--- src/rtl/clk_div.sv ---
// Programmable clock divider: div_clk toggles every max_count+1 rising edges of clk.
// div_clk comes straight from a flop; it is never used as a clock inside this block.
module clk_div #(
    parameter int width = 24
) (
    input  logic             clk,
    input  logic             rst,
    input  logic [width-1:0] max_count,
    output logic             div_clk
);

    logic [width-1:0] count_q;
    logic [width-1:0] count_d;
    logic             div_q;
    logic             div_d;
    logic             terminal;

    // Using >= rather than == means a lowered max_count ends the half-period
    // on the next edge instead of letting the counter wrap through 2^width.
    always_comb begin
        terminal = (count_q >= max_count);
        count_d  = count_q + width'(1);
        div_d    = div_q;
        if (terminal) begin
            count_d = '0;
            div_d   = ~div_q;
        end
    end

    always_ff @(posedge clk) begin
        if (!rst) begin
            count_q <= '0;
            div_q   <= 1'b0;
        end else begin
            count_q <= count_d;
            div_q   <= div_d;
        end
    end

    assign div_clk = div_q;

endmodule

--- config.mk ---
export PLATFORM = sky130hd
export DESIGN_NAME = clk_div
export DESIGN_NICKNAME = d
export VERILOG_FILES = /design/src/rtl/clk_div.sv
export SDC_FILE = /design/constraint.sdc
export NUM_CORES = 1
export LEC_CHECK = 0
export ABC_AREA = 1
export CAP_MARGIN = 25
export CORE_MARGIN = 2
export CORE_UTILIZATION = 55
export DETAILED_ROUTE_END_ITERATION = 10
export PLACE_DENSITY = 0.84
export SYNTH_ARGS = -nofsm -noshare
export SYNTH_HDL_FRONTEND = slang
export SYNTH_SLANG_ARGS = --single-unit
--- constraint.sdc ---
create_clock -name clk -period 1.7 [get_ports clk]
set_input_delay 0.34 -clock clk [delete_from_list [all_inputs] [get_ports clk]]
set_output_delay 0.34 -clock clk [all_outputs]
set_load 0.03 [all_outputs]
; ---- Yosys cells after proc, flatten, opt, wreduce, memory -nomap -nowiden
; Cells that the tools add are included.
; Widths: inputs -> output; s select.
[word_totals]
register_bits = 25
in_bits = 26
word_cells = 7
[op_classes]
add_sub_neg = 1
reduce_logical = 1
order_cmp = 1
bitwise_logic = 2
[op_table]
columns = cell, n
row1 = $add 24x1->24 const B, 1
row2 = $ge 24x24->1, 1
row3 = $not 1->1, 2
row4 = $reduce_or 2->1, 1

; ---- Longest topological paths before layout
; Gate-level depths: netlist of run 1.
[logic_depth]
ltp_word = 2
ltp_mapped = 12
mapped_depth_nobuf = 12

; ---- Worst setup path before layout of run 1
; No wires, ideal clock.
[synth_timing]
kind = input -> register
start = input max_count[15]
end = register count_q[21]
path_buffers = 1
required_ns = 1.630
arrival_time_ns = 1.510
path_stages = 9
setup_slack_ns = 0.120
path_cell_list = inv_1 ha_1 a21o_1 nor2_1 nand2_1 a21oi_2 nand3_2 buf_2 a21oi_1
[synth_between]
elab_chain_cells = 2
[synth_lines]
columns = element, line_no
row1 = from (decl), 8  ; input logic [width-1:0] max_count,
row2 = $ge 24x24->1, 21  ; terminal = (count_q >= max_count);
row3 = $reduce_or 2->1 (no source line), -
row4 = to (signal assigned), 35  ; count_q <= count_d;
row5 = to (decl), 12  ; logic [width-1:0] count_q;
; No other way between the ends.
; A chain may end at the register's enable or synchronous reset.

; ---- Worst setup path after layout of run 1
[layout_timing]
start = register count_q[5]
end = register count_q[17]
[layout_between]
elab_chain_cells = 2
elab_cells_between_ends = 3
[layout_lines]
columns = element, line_no
row1 = $ge 24x24->1, 21
row2 = $reduce_or 2->1 (no source line), -
; Parallel ways exist; a longest one is shown, timed or not.

==> results of run 1 <==
## layer usage
layer / wire length (um) / part of all wire (%) / vias to the layer above
li1: - / - / 1005
met1: 2440 / 38 / 998
met2: 3360 / 53 / 101
met3: 320 / 5.0 / 31
met4: 267 / 4.2 / 0
met5: 0 / 0 / -
## metrics by stage
stage	TNS [ns]	hold slack, ns	cells	area [sq um]	utilization [%]
3_5_place_dp	-11.65	0.467	374	2370	70.9
4_1_cts	-1.27	0.456	382	2560	76.7
5_1_grt	-1.81	0.467	389	2920	87.6
3_3_place_gp	-10.22	0.460	374	2370	70.9
6_report	-0.634	0.452	389	2920	87.6
2_1_floorplan	0	0.440	284	1900	-
## power groups by stage
stage | sequential, mW | clock (mW) | combinational, mW
floorplan | 0.611 | 0 | 0.0705
global placement | 0.611 | 0 | 0.147
detailed placement | 0.612 | 0 | 0.157
CTS | 0.599 | 0.280 | 0.175
global route | 0.599 | 0.321 | 0.253
finish | 0.598 | 0.295 | 0.232
## synthesized netlist by cell type
master,n,share of area (%)
nand2_1,71,14
inv_1,47,9.3
nor2_1,45,8.9
dfxtp_1,25,26
ha_1,25,16
a21oi_1,17,4.5
xor2_1,9,4.2
nand3_1,7,1.8
nand4_1,7,2.3
nor2_2,3,0.99
xnor2_1,3,1.4
a21o_1,2,0.79
a21oi_2,2,0.92
buf_2,2,0.53
inv_2,2,0.40
nand2_2,2,0.66
nand3_2,2,1.1
nand3b_1,2,0.79
nor3_2,2,1.1
or2_1,2,0.66
or2_2,2,0.66
and3_1,1,0.33
nor3_1,1,0.26
nor3_4,1,0.86
o21bai_1,1,0.40
or2_0,1,0.33
## worst max path at each step
stage / start / to / cells after the start / slack [ns]
global route: count_q[5] / count_q[17] / 8 / -0.15
CTS: max_count[20] / count_q[13] / 11 / -0.07
floorplan: max_count[15] / count_q[21] / 9 / 0.12
global placement: max_count[15] / count_q[18] / 10 / -0.42
detailed placement: max_count[15] / count_q[14] / 10 / -0.48
finish: count_q[5] / count_q[17] / 8 / -0.05
## critical path, cell delays in order (launching register included)
cell,delay (ns)
dfxtp_1,0.36
buf_4,0.13
nand2_1,0.12
nor2_1,0.21
nand4_1,0.20
nor2_1,0.24
nand2_1,0.10
xor2_1,0.26
nor2_4,0.06
## area by class of cell
type / count / area, sq um / area share [%]
Sequential cell: 25 / 528 / 18.1
Inverter: 49 / 184 / 6.29
Clock inverter: 1 / 7.51 / 0.257
Clock buffer: 3 / 22.5 / 0.770
Multi-Input combinational cell: 208 / 1570 / 53.7
Tap cell: 46 / 57.6 / 1.97
Timing Repair Buffer: 57 / 554 / 19.0
## cell families after synthesis
logic type      after synthesis  synth area share, %
flops                        25                 26.4
buf+inv                      51                 10.2
simple gates                149                 34.8
fa+ha+maj                    25                 16.5
compound gates               22                 6.60
xor+xnor                     12                 5.54
## state kept, by name, summed over array words and instances (netlist names)
signal,cells
div_clk,1
count_q,24
## repair_timing
item,in CTS,in global routing
buffers inserted,2,7
cloned,2,1
gates resized for setup,46,73
setup endpoints to repair,25,26
pin swaps,3,21
==> flow_metrics.env, run 1 <==
export IMPL_ys_ff_latch=25
export IMPL_rr_worst_depth=8
export IMPL_power_leakage_nw=1.32
export IMPL_critPathLaunchType="flop"
export IMPL_fillers=166
export IMPL_grt_pass1_wl_mm=8.11
export IMPL_die_x_um=62.7
export IMPL_fin_worst_skew_ns=0.0117
export IMPL_antenna_found_initial=0
export IMPL_hold_start="count_q[0]"
export IMPL_path_max_fanout=4
export IMPL_most_common_layout_cells="61 x nand2_1, 42 x inv_1, 28 x nor2_1"
export IMPL_cts_tree="yes"
export IMPL_viasPerCell=5.49
export IMPL_hold_viol=0
export IMPL_gp_congestion=0.927
export IMPL_internal_power_uw=800
export IMPL_grt_pass1_vias=1908
export IMPL_tightest_slew_ns=0.311
export IMPL_syn_area_per_cell_sq_um=6.68
export IMPL_cap_violations=0
export IMPL_hold_depth=1
export IMPL_die_h_um=62.7
export IMPL_violations="negative setup slack"
export IMPL_power_mw=1.12
export IMPL_yosysSeqAreaShare_pct=26.4
export IMPL_critical_path_required_ns=1.95
export IMPL_grt_use_met1_pct=29.6
export IMPL_rsz0062_at_grt="true"
export IMPL_endpoint_kind="flop"
export IMPL_reg2reg_slack_ns=-0.05
export IMPL_final_common_cell="nand2_1"
export IMPL_gr_total_overflow=0
export IMPL_sw_frac_of_total_pct=28.8
export IMPL_cts_sinks=25
export IMPL_firstDrtPassIters=4
export IMPL_grt_usage_pct=26.1
export IMPL_synth_cells=284
export IMPL_yosysUniqueCellTypes=26
export IMPL_combPwrFrac_pct=20.6
export IMPL_relSlewSlack_pct=79.2
export IMPL_netlist_area_sq_um=1900
export IMPL_drt_drc_violations_left=0
export IMPL_drtIter0Drc=96
export IMPL_initial_utilization_pct=56.8
export IMPL_nets=395
export IMPL_p_switching_uw=324
export IMPL_cts_root_buf="clkbuf_4"
export IMPL_area_growth_pct=54.2
export IMPL_dpl_worst_slack_ns=-0.484
export IMPL_ios=27
export IMPL_ys_warn_count=0
export IMPL_die_area_sq_um=3930
export IMPL_top_usage_layer="met2"
export IMPL_fmaxAchievable_mhz=570
export IMPL_final_setup_viol_count=18
export IMPL_critPathKind="reg2reg"
export IMPL_use_met3_pct=3.24
export IMPL_holdBufCountCts=0
export IMPL_pwr_share_clk_pct=26.3
export IMPL_clk_pin_slew_ns=0.16
export IMPL_outcome="complete, but fails checks"
export IMPL_worstPathArrival_ns=2.01
export IMPL_diodes=0
export IMPL_cts_buffers_inserted=3
export IMPL_r2r_start="count_q[5]"
export IMPL_cts_max_path_buffers=2
export IMPL_io_buffer_count=26
export IMPL_setup_ws_ns=-0.0542
export IMPL_r2r_end="count_q[17]"
export IMPL_drive_above_1_share_pct=38.2
export IMPL_grt_util_met2_pct=49.1
export IMPL_vdd_drop_max_mv=0.525
export IMPL_fin_crit_sh_pct=103
export IMPL_drt_total_wl_mm=6.39
export IMPL_synthesis_nets=335
export IMPL_p_per_area_nw_per_um2=385
export IMPL_hold_class="reg2reg"
export IMPL_coreArea_sq_um=3340
export IMPL_h_tree_depth=1
export IMPL_rows=21
export IMPL_wire_per_inst_um=16.4
export IMPL_clkLatencyLatePin_ns=0.34
export IMPL_grt_max_degree=16
export IMPL_pwr_share_seq_pct=53.1
export IMPL_fin_crit_ns=1.75
export IMPL_ant_nets=0
export IMPL_vias=2135
export IMPL_dp_hpwl_mm=3.52
export IMPL_drv_slew=0
export IMPL_hold_end="count_q[0]"
Note: power is estimated with default switching activity, not from simulation.
==> inputs of run 2 (changes only) <==
--- a/config.mk
+++ b/config.mk
@@ -8,9 +8,10 @@
 export ABC_AREA = 1
 export CAP_MARGIN = 25
 export CORE_MARGIN = 2
-export CORE_UTILIZATION = 55
+export CORE_UTILIZATION = 59
 export DETAILED_ROUTE_END_ITERATION = 10
-export PLACE_DENSITY = 0.84
+export PLACE_DENSITY = 0.89
 export SYNTH_ARGS = -nofsm -noshare
 export SYNTH_HDL_FRONTEND = slang
 export SYNTH_SLANG_ARGS = --single-unit
+export TNS_END_PERCENT = 10
==> constraint.sdc (replaced) <==
create_clock -name clk -period 2.1 [get_ports clk]
set_input_delay 0.42 -clock clk [delete_from_list [all_inputs] [get_ports clk]]
set_output_delay 0.42 -clock clk [all_outputs]
set_load 0.03 [all_outputs]
==> run 2 against run 1 <==
Against the previous run:
- the flow now finishes without violations
- via count fell by 17%
- register-to-register slack improved by 0.41 ns
- combinational power fell by 47%
- clock-buffer cell count increased by 1
- clock power down 28%
- cell area shrank 22%
- utilization down 13 points
- total power is 27% lower
- flip-flop and latch count unchanged
==> flow_metrics.env, run 2 (same netlist as run 1, synthesis figures left out) <==
export IMPL_outcome="finished clean"
export IMPL_use_met3_pct=3.84
export IMPL_clkLatencyLatePin_ns=0.32
export IMPL_grt_max_degree=14
export IMPL_fin_worst_skew_ns=0.00280
export IMPL_grt_use_met1_pct=28.5
export IMPL_most_common_layout_cells="71 x nand2_1, 47 x inv_1, 45 x nor2_1"
export IMPL_antenna_found_initial=0
export IMPL_placed_area_sq_um=2260
export IMPL_cts_root_buf="clkbuf_4"
export IMPL_final_area_sq_um=2290
export IMPL_critPathTopFamily="buffers and inverters"
export IMPL_coreArea_sq_um=3050
export IMPL_final_common_cell="nand2_1"
export IMPL_largest_reg_flops=24
export IMPL_power_leakage_nw=1.08
export IMPL_drv_slew=0
export IMPL_area_growth_pct=20.8
export IMPL_cts_tree="yes"
export IMPL_gp_congestion=0.933
export IMPL_dp_hpwl_mm=3.11
export IMPL_cp_num_cells=10
export IMPL_reg2reg_slack_ns=0.36
export IMPL_grt_pass1_vias=1574
export IMPL_drt_drc_violations_left=0
export IMPL_fin_crit_ns=1.92
export IMPL_hold_start="count_q[0]"
export IMPL_tightest_slew_ns=0.301
export IMPL_cts_buffers_inserted=3
export IMPL_clk_pin_slew_ns=0.12
export IMPL_hold_viol=0
export IMPL_worstPathArrival_ns=2.18
export IMPL_fillers=269
export IMPL_rows=20
export IMPL_cts_max_path_buffers=2
export IMPL_wire_per_inst_um=10.1
export IMPL_cp_common_cell="nor2_1"
export IMPL_final_setup_viol_count=0
export IMPL_multi_input_area_sq_um=1200
export IMPL_io_buffer_count=26
export IMPL_power_uw=819
export IMPL_initial_utilization_pct=62.1
export IMPL_ctsResizeCount=0
export IMPL_cap_violations=0
export IMPL_drive_above_1_share_pct=7.57
export IMPL_slowest_stage="clkdlybuf4s50_1"
export IMPL_diodes=0
export IMPL_fin_crit_sh_pct=91.3
export IMPL_nets=369
export IMPL_die_x_um=60.7
export IMPL_h_tree_depth=1
export IMPL_grt_util_met2_pct=40.9
export IMPL_cp_buffers_inverters=3
export IMPL_path_max_fanout=12
export IMPL_tns_ns=0
export IMPL_critPathKind="in2reg"
export IMPL_fmaxAchievable_mhz=521
export IMPL_ant_nets=0
export IMPL_ff_latch_area_sq_um=500
export IMPL_grt_usage_pct=22.8
export IMPL_setup_ws_ns=0.182
export IMPL_drt_total_wl_mm=3.66
export IMPL_regMostFlops="count_q"
export IMPL_crit_start="max_count[15]"
export IMPL_endpoint="count_q[17]"
export IMPL_critical_path_required_ns=2.36
export IMPL_gr_total_overflow=0
export IMPL_viasPerCell=4.93
export IMPL_hold_ws_ns=0.496
export IMPL_vias=1778
export IMPL_r2r_start="count_q[4]"
export IMPL_worstPathCellList="clkdlybuf4s50_1 -> inv_1 -> ha_1 -> a21o_1 -> nor2_1 -> nand2_1 -> a21oi_2 -> nand3_2 -> buf_12 -> nor2_1"
export IMPL_p_per_area_nw_per_um2=358
export IMPL_slowest_delay_ns=0.46
export IMPL_hold_class="reg2reg"
export IMPL_dpl_worst_slack_ns=-0.175
export IMPL_endpoint_kind="flop"
export IMPL_die_area_sq_um=3680
export IMPL_die_h_um=60.7
export IMPL_firstDrtPassIters=4
export IMPL_grt_pass1_wl_mm=6.31
export IMPL_post_cts_buffers=0
export IMPL_rr_worst_depth=11
export IMPL_cts_sinks=25
export IMPL_holdBufCountCts=0
export IMPL_rsz0062_at_grt="false"
export IMPL_relSlewSlack_pct=79.9
export IMPL_drtIter0Drc=45
export IMPL_top_usage_layer="met2"
export IMPL_critPathLaunchType="input pin"
export IMPL_vdd_drop_max_mv=0.400
export IMPL_ios=27
export IMPL_r2r_end="count_q[17]"
-- run 2: routing by layer --
metal  routed length, um  share of wire [%]  vias to the layer above
met5                   0                  0                        -
met4                  29               0.79                        0
met3                 143                3.9                        4
met2                1780                 49                       37
met1                1710                 47                      778
li1                    -                  -                      959
-- run 2: worst min path at each step --
stage               depth (start not counted)    endpoint
floorplan                                   1  count_q[0]
global placement                            1  count_q[0]
detailed placement                          1  count_q[0]
CTS                                         1  count_q[0]
global route                                1  count_q[0]
finish                                      1  count_q[0]
-- run 2: metrics by stage --
step / util, % / std cells
finish: 75.0 / 361
global route: 75.0 / 361
CTS: 75.0 / 361
detailed placement: 74.2 / 357
global placement: 74.2 / 357
floorplan: - / 284
-- run 2: power by group --
part	internal, mW	switching [mW]
combinational	0.0742	0.0482
clock	0.0744	0.137
sequential	0.479	0.00618
-- run 2: layout make-up --
| type | instances | share of cell area (%) |
|---|---|---|
| repair buffers | 31 | 14.1 |
| clock buffers | 4 | 1.15 |
| flip-flops and latches | 25 | 21.8 |
| multi-input cells | 208 | 52.5 |
| inverters | 49 | 8.03 |
| well taps | 44 | 2.40 |
==> inputs of run 3 (changes only) <==
--- a/config.mk
+++ b/config.mk
@@ -8,9 +8,10 @@
 export ABC_AREA = 1
 export CAP_MARGIN = 25
 export CORE_MARGIN = 2
-export CORE_UTILIZATION = 59
+export CORE_UTILIZATION = 55
+export CTS_CLUSTER_DIAMETER = 40
 export DETAILED_ROUTE_END_ITERATION = 10
-export PLACE_DENSITY = 0.89
+export PLACE_DENSITY = 0.84
 export SYNTH_ARGS = -nofsm -noshare
 export SYNTH_HDL_FRONTEND = slang
 export SYNTH_SLANG_ARGS = --single-unit
==> constraint.sdc (replaced) <==
create_clock -name clk -period 1.8 [get_ports clk]
set_input_delay 0.36 -clock clk [delete_from_list [all_inputs] [get_ports clk]]
set_output_delay 0.36 -clock clk [all_outputs]
set_load 0.03 [all_outputs]
==> run 3 against run 2 <==
Against the previous run:
- the flow now finishes with violations (negative setup slack)
- routed wire length grew 56%
- critical path type is now reg2reg
- die area grew 6.8%
- highest routed layer unchanged
- cell area grew 24%
- clock-buffer cell count shrank 1
- critical endpoint is now count_q[21]
- via count grew 16%
==> flow_metrics.env, run 3 (same netlist as run 1, synthesis figures left out) <==
export IMPL_drt_total_wl_mm=5.70
export IMPL_cap_violations=0
export IMPL_cts_sinks=25
export IMPL_nets=379
export IMPL_fin_worst_skew_ns=0.00303
export IMPL_grt_pass1_vias=1831
export IMPL_antenna_found_initial=0
export IMPL_hold_start="count_q[19]"
export IMPL_ios=27
export IMPL_wire_per_inst_um=15.3
export IMPL_p_per_area_nw_per_um2=372
export IMPL_fin_crit_sh_pct=102
export IMPL_hold_end="count_q[19]"
export IMPL_violations="negative setup slack"
export IMPL_drt_drc_violations_left=0
export IMPL_vias=2061
export IMPL_initial_utilization_pct=56.8
export IMPL_firstDrtPassIters=4
export IMPL_grt_max_degree=16
export IMPL_most_common_layout_cells="58 x nand2_1, 34 x inv_1, 31 x nor2_1"
export IMPL_critical_path_required_ns=2.06
export IMPL_clkLatencyLatePin_ns=0.32
export IMPL_dp_hpwl_mm=3.17
export IMPL_gp_congestion=0.895
export IMPL_hold_viol=0
export IMPL_hold_depth=2
export IMPL_regMostFlops="count_q"
export IMPL_grt_pass1_wl_mm=7.73
export IMPL_gr_total_overflow=0
export IMPL_io_buffer_count=26
export IMPL_cts_tree="yes"
export IMPL_hold_class="reg2reg"
export IMPL_critPathLaunchType="flop"
export IMPL_clk_pin_slew_ns=0.15
export IMPL_fmaxAchievable_mhz=547
export IMPL_cts_max_path_buffers=2
export IMPL_coreArea_sq_um=3340
export IMPL_final_area_sq_um=2850
export IMPL_die_area_sq_um=3930
export IMPL_reg2reg_slack_ns=-0.03
export IMPL_vdd_drop_max_mv=0.587
export IMPL_largest_reg_flops=24
export IMPL_critPathKind="reg2reg"
export IMPL_hold_ws_ns=0.528
export IMPL_drv_slew=0
export IMPL_cts_root_buf="clkbuf_4"
export IMPL_drive_above_1_share_pct=36.7
export IMPL_h_tree_depth=1
export IMPL_setup_ws_ns=-0.0273
export IMPL_power_leakage_nw=1.28
export IMPL_tightest_slew_ns=0.300
export IMPL_ant_nets=0
export IMPL_r2r_start="count_q[3]"
export IMPL_die_h_um=62.7
export IMPL_placed_area_sq_um=2260
export IMPL_power_mw=1.06
export IMPL_area_growth_pct=50.2
export IMPL_drtIter0Drc=106
export IMPL_die_x_um=62.7
export IMPL_viasPerCell=5.53
export IMPL_final_setup_viol_count=8
export IMPL_rows=21
export IMPL_r2r_end="count_q[21]"
export IMPL_cts_buffers_inserted=3
export IMPL_endpoint_kind="flop"
export IMPL_diodes=0
export IMPL_grt_usage_pct=23.9
export IMPL_outcome="complete, but fails checks"
export IMPL_fin_crit_ns=1.83
export IMPL_final_common_cell="nand2_1"
export IMPL_rr_worst_depth=12
export IMPL_path_max_fanout=6
export IMPL_worstPathArrival_ns=2.09
export IMPL_relSlewSlack_pct=80.0
run 3: per-stage QoR:
stage / cells / utilization [%] / TNS (ns) / setup slack (ns)
detailed placement: 360 / 67.8 / -9.57 / -0.399
finish: 373 / 85.4 / -0.104 / -0.0273
global placement: 360 / 67.8 / -8.08 / -0.332
global route: 373 / 85.4 / -2.55 / -0.138
CTS: 368 / 74.8 / -0.257 / -0.0177
floorplan: 284 / - / 0 / 0.200
run 3: worst max path at each step:
stage	start	endpoint	slack, ns
after floorplan	max_count[15]	count_q[21]	0.20
after global placement	max_count[15]	count_q[22]	-0.33
after detailed placement	max_count[21]	count_q[18]	-0.40
after CTS	count_q[21]	count_q[23]	-0.02
after global routing	count_q[3]	count_q[21]	-0.14
final	count_q[3]	count_q[21]	-0.03
run 3: report_power, final:
| group | total [mW] | switching (mW) | internal [mW] |
|---|---|---|---|
| registers | 0.565 | 0.00945 | 0.555 |
| clock network | 0.272 | 0.187 | 0.0848 |
| logic | 0.224 | 0.102 | 0.122 |
| total | 1.06 | 0.298 | 0.762 |
run 3: timing repair:
action / CTS / global route
setup buffers: 2 / 4
cloned: 2 / 1
hold buffers: 0 / 0
resized for setup: 31 / 93
pin swaps: 19 / 27
endpoints found under the setup margin: 24 / 25
run 3: layer usage:
layer,up-vias,part of all wire [%],track usage [%]
met5,-,0,0
met4,0,5.4,8.61
met3,39,5.5,2.34
met2,105,51,44.6
met1,944,38,28.3
li1,973,-,-
run 3: cell type report:
type / instances / area (sq um)
fill: 186 / 488
sequential: 25 / 529
timing repair buffer: 41 / 487
clock inverter: 1 / 7.51
tap: 46 / 57.6
clock buffer: 3 / 22.5
multi-input combinational: 208 / 1560
inverter: 49 / 184
run 3: worst max-delay path, cell delays in order, from the launching register on:
cell and delay, ns:
dfxtp_1 0.50, ha_4 0.25, nand2_2 0.07, nor2_2 0.03
nand2_1 0.05, nand2_1 0.05, nor2_1 0.13, nand2_1 0.09
nand2_2 0.10, nand3_4 0.09, buf_12 0.15, buf_16 0.14
a21oi_2 0.11
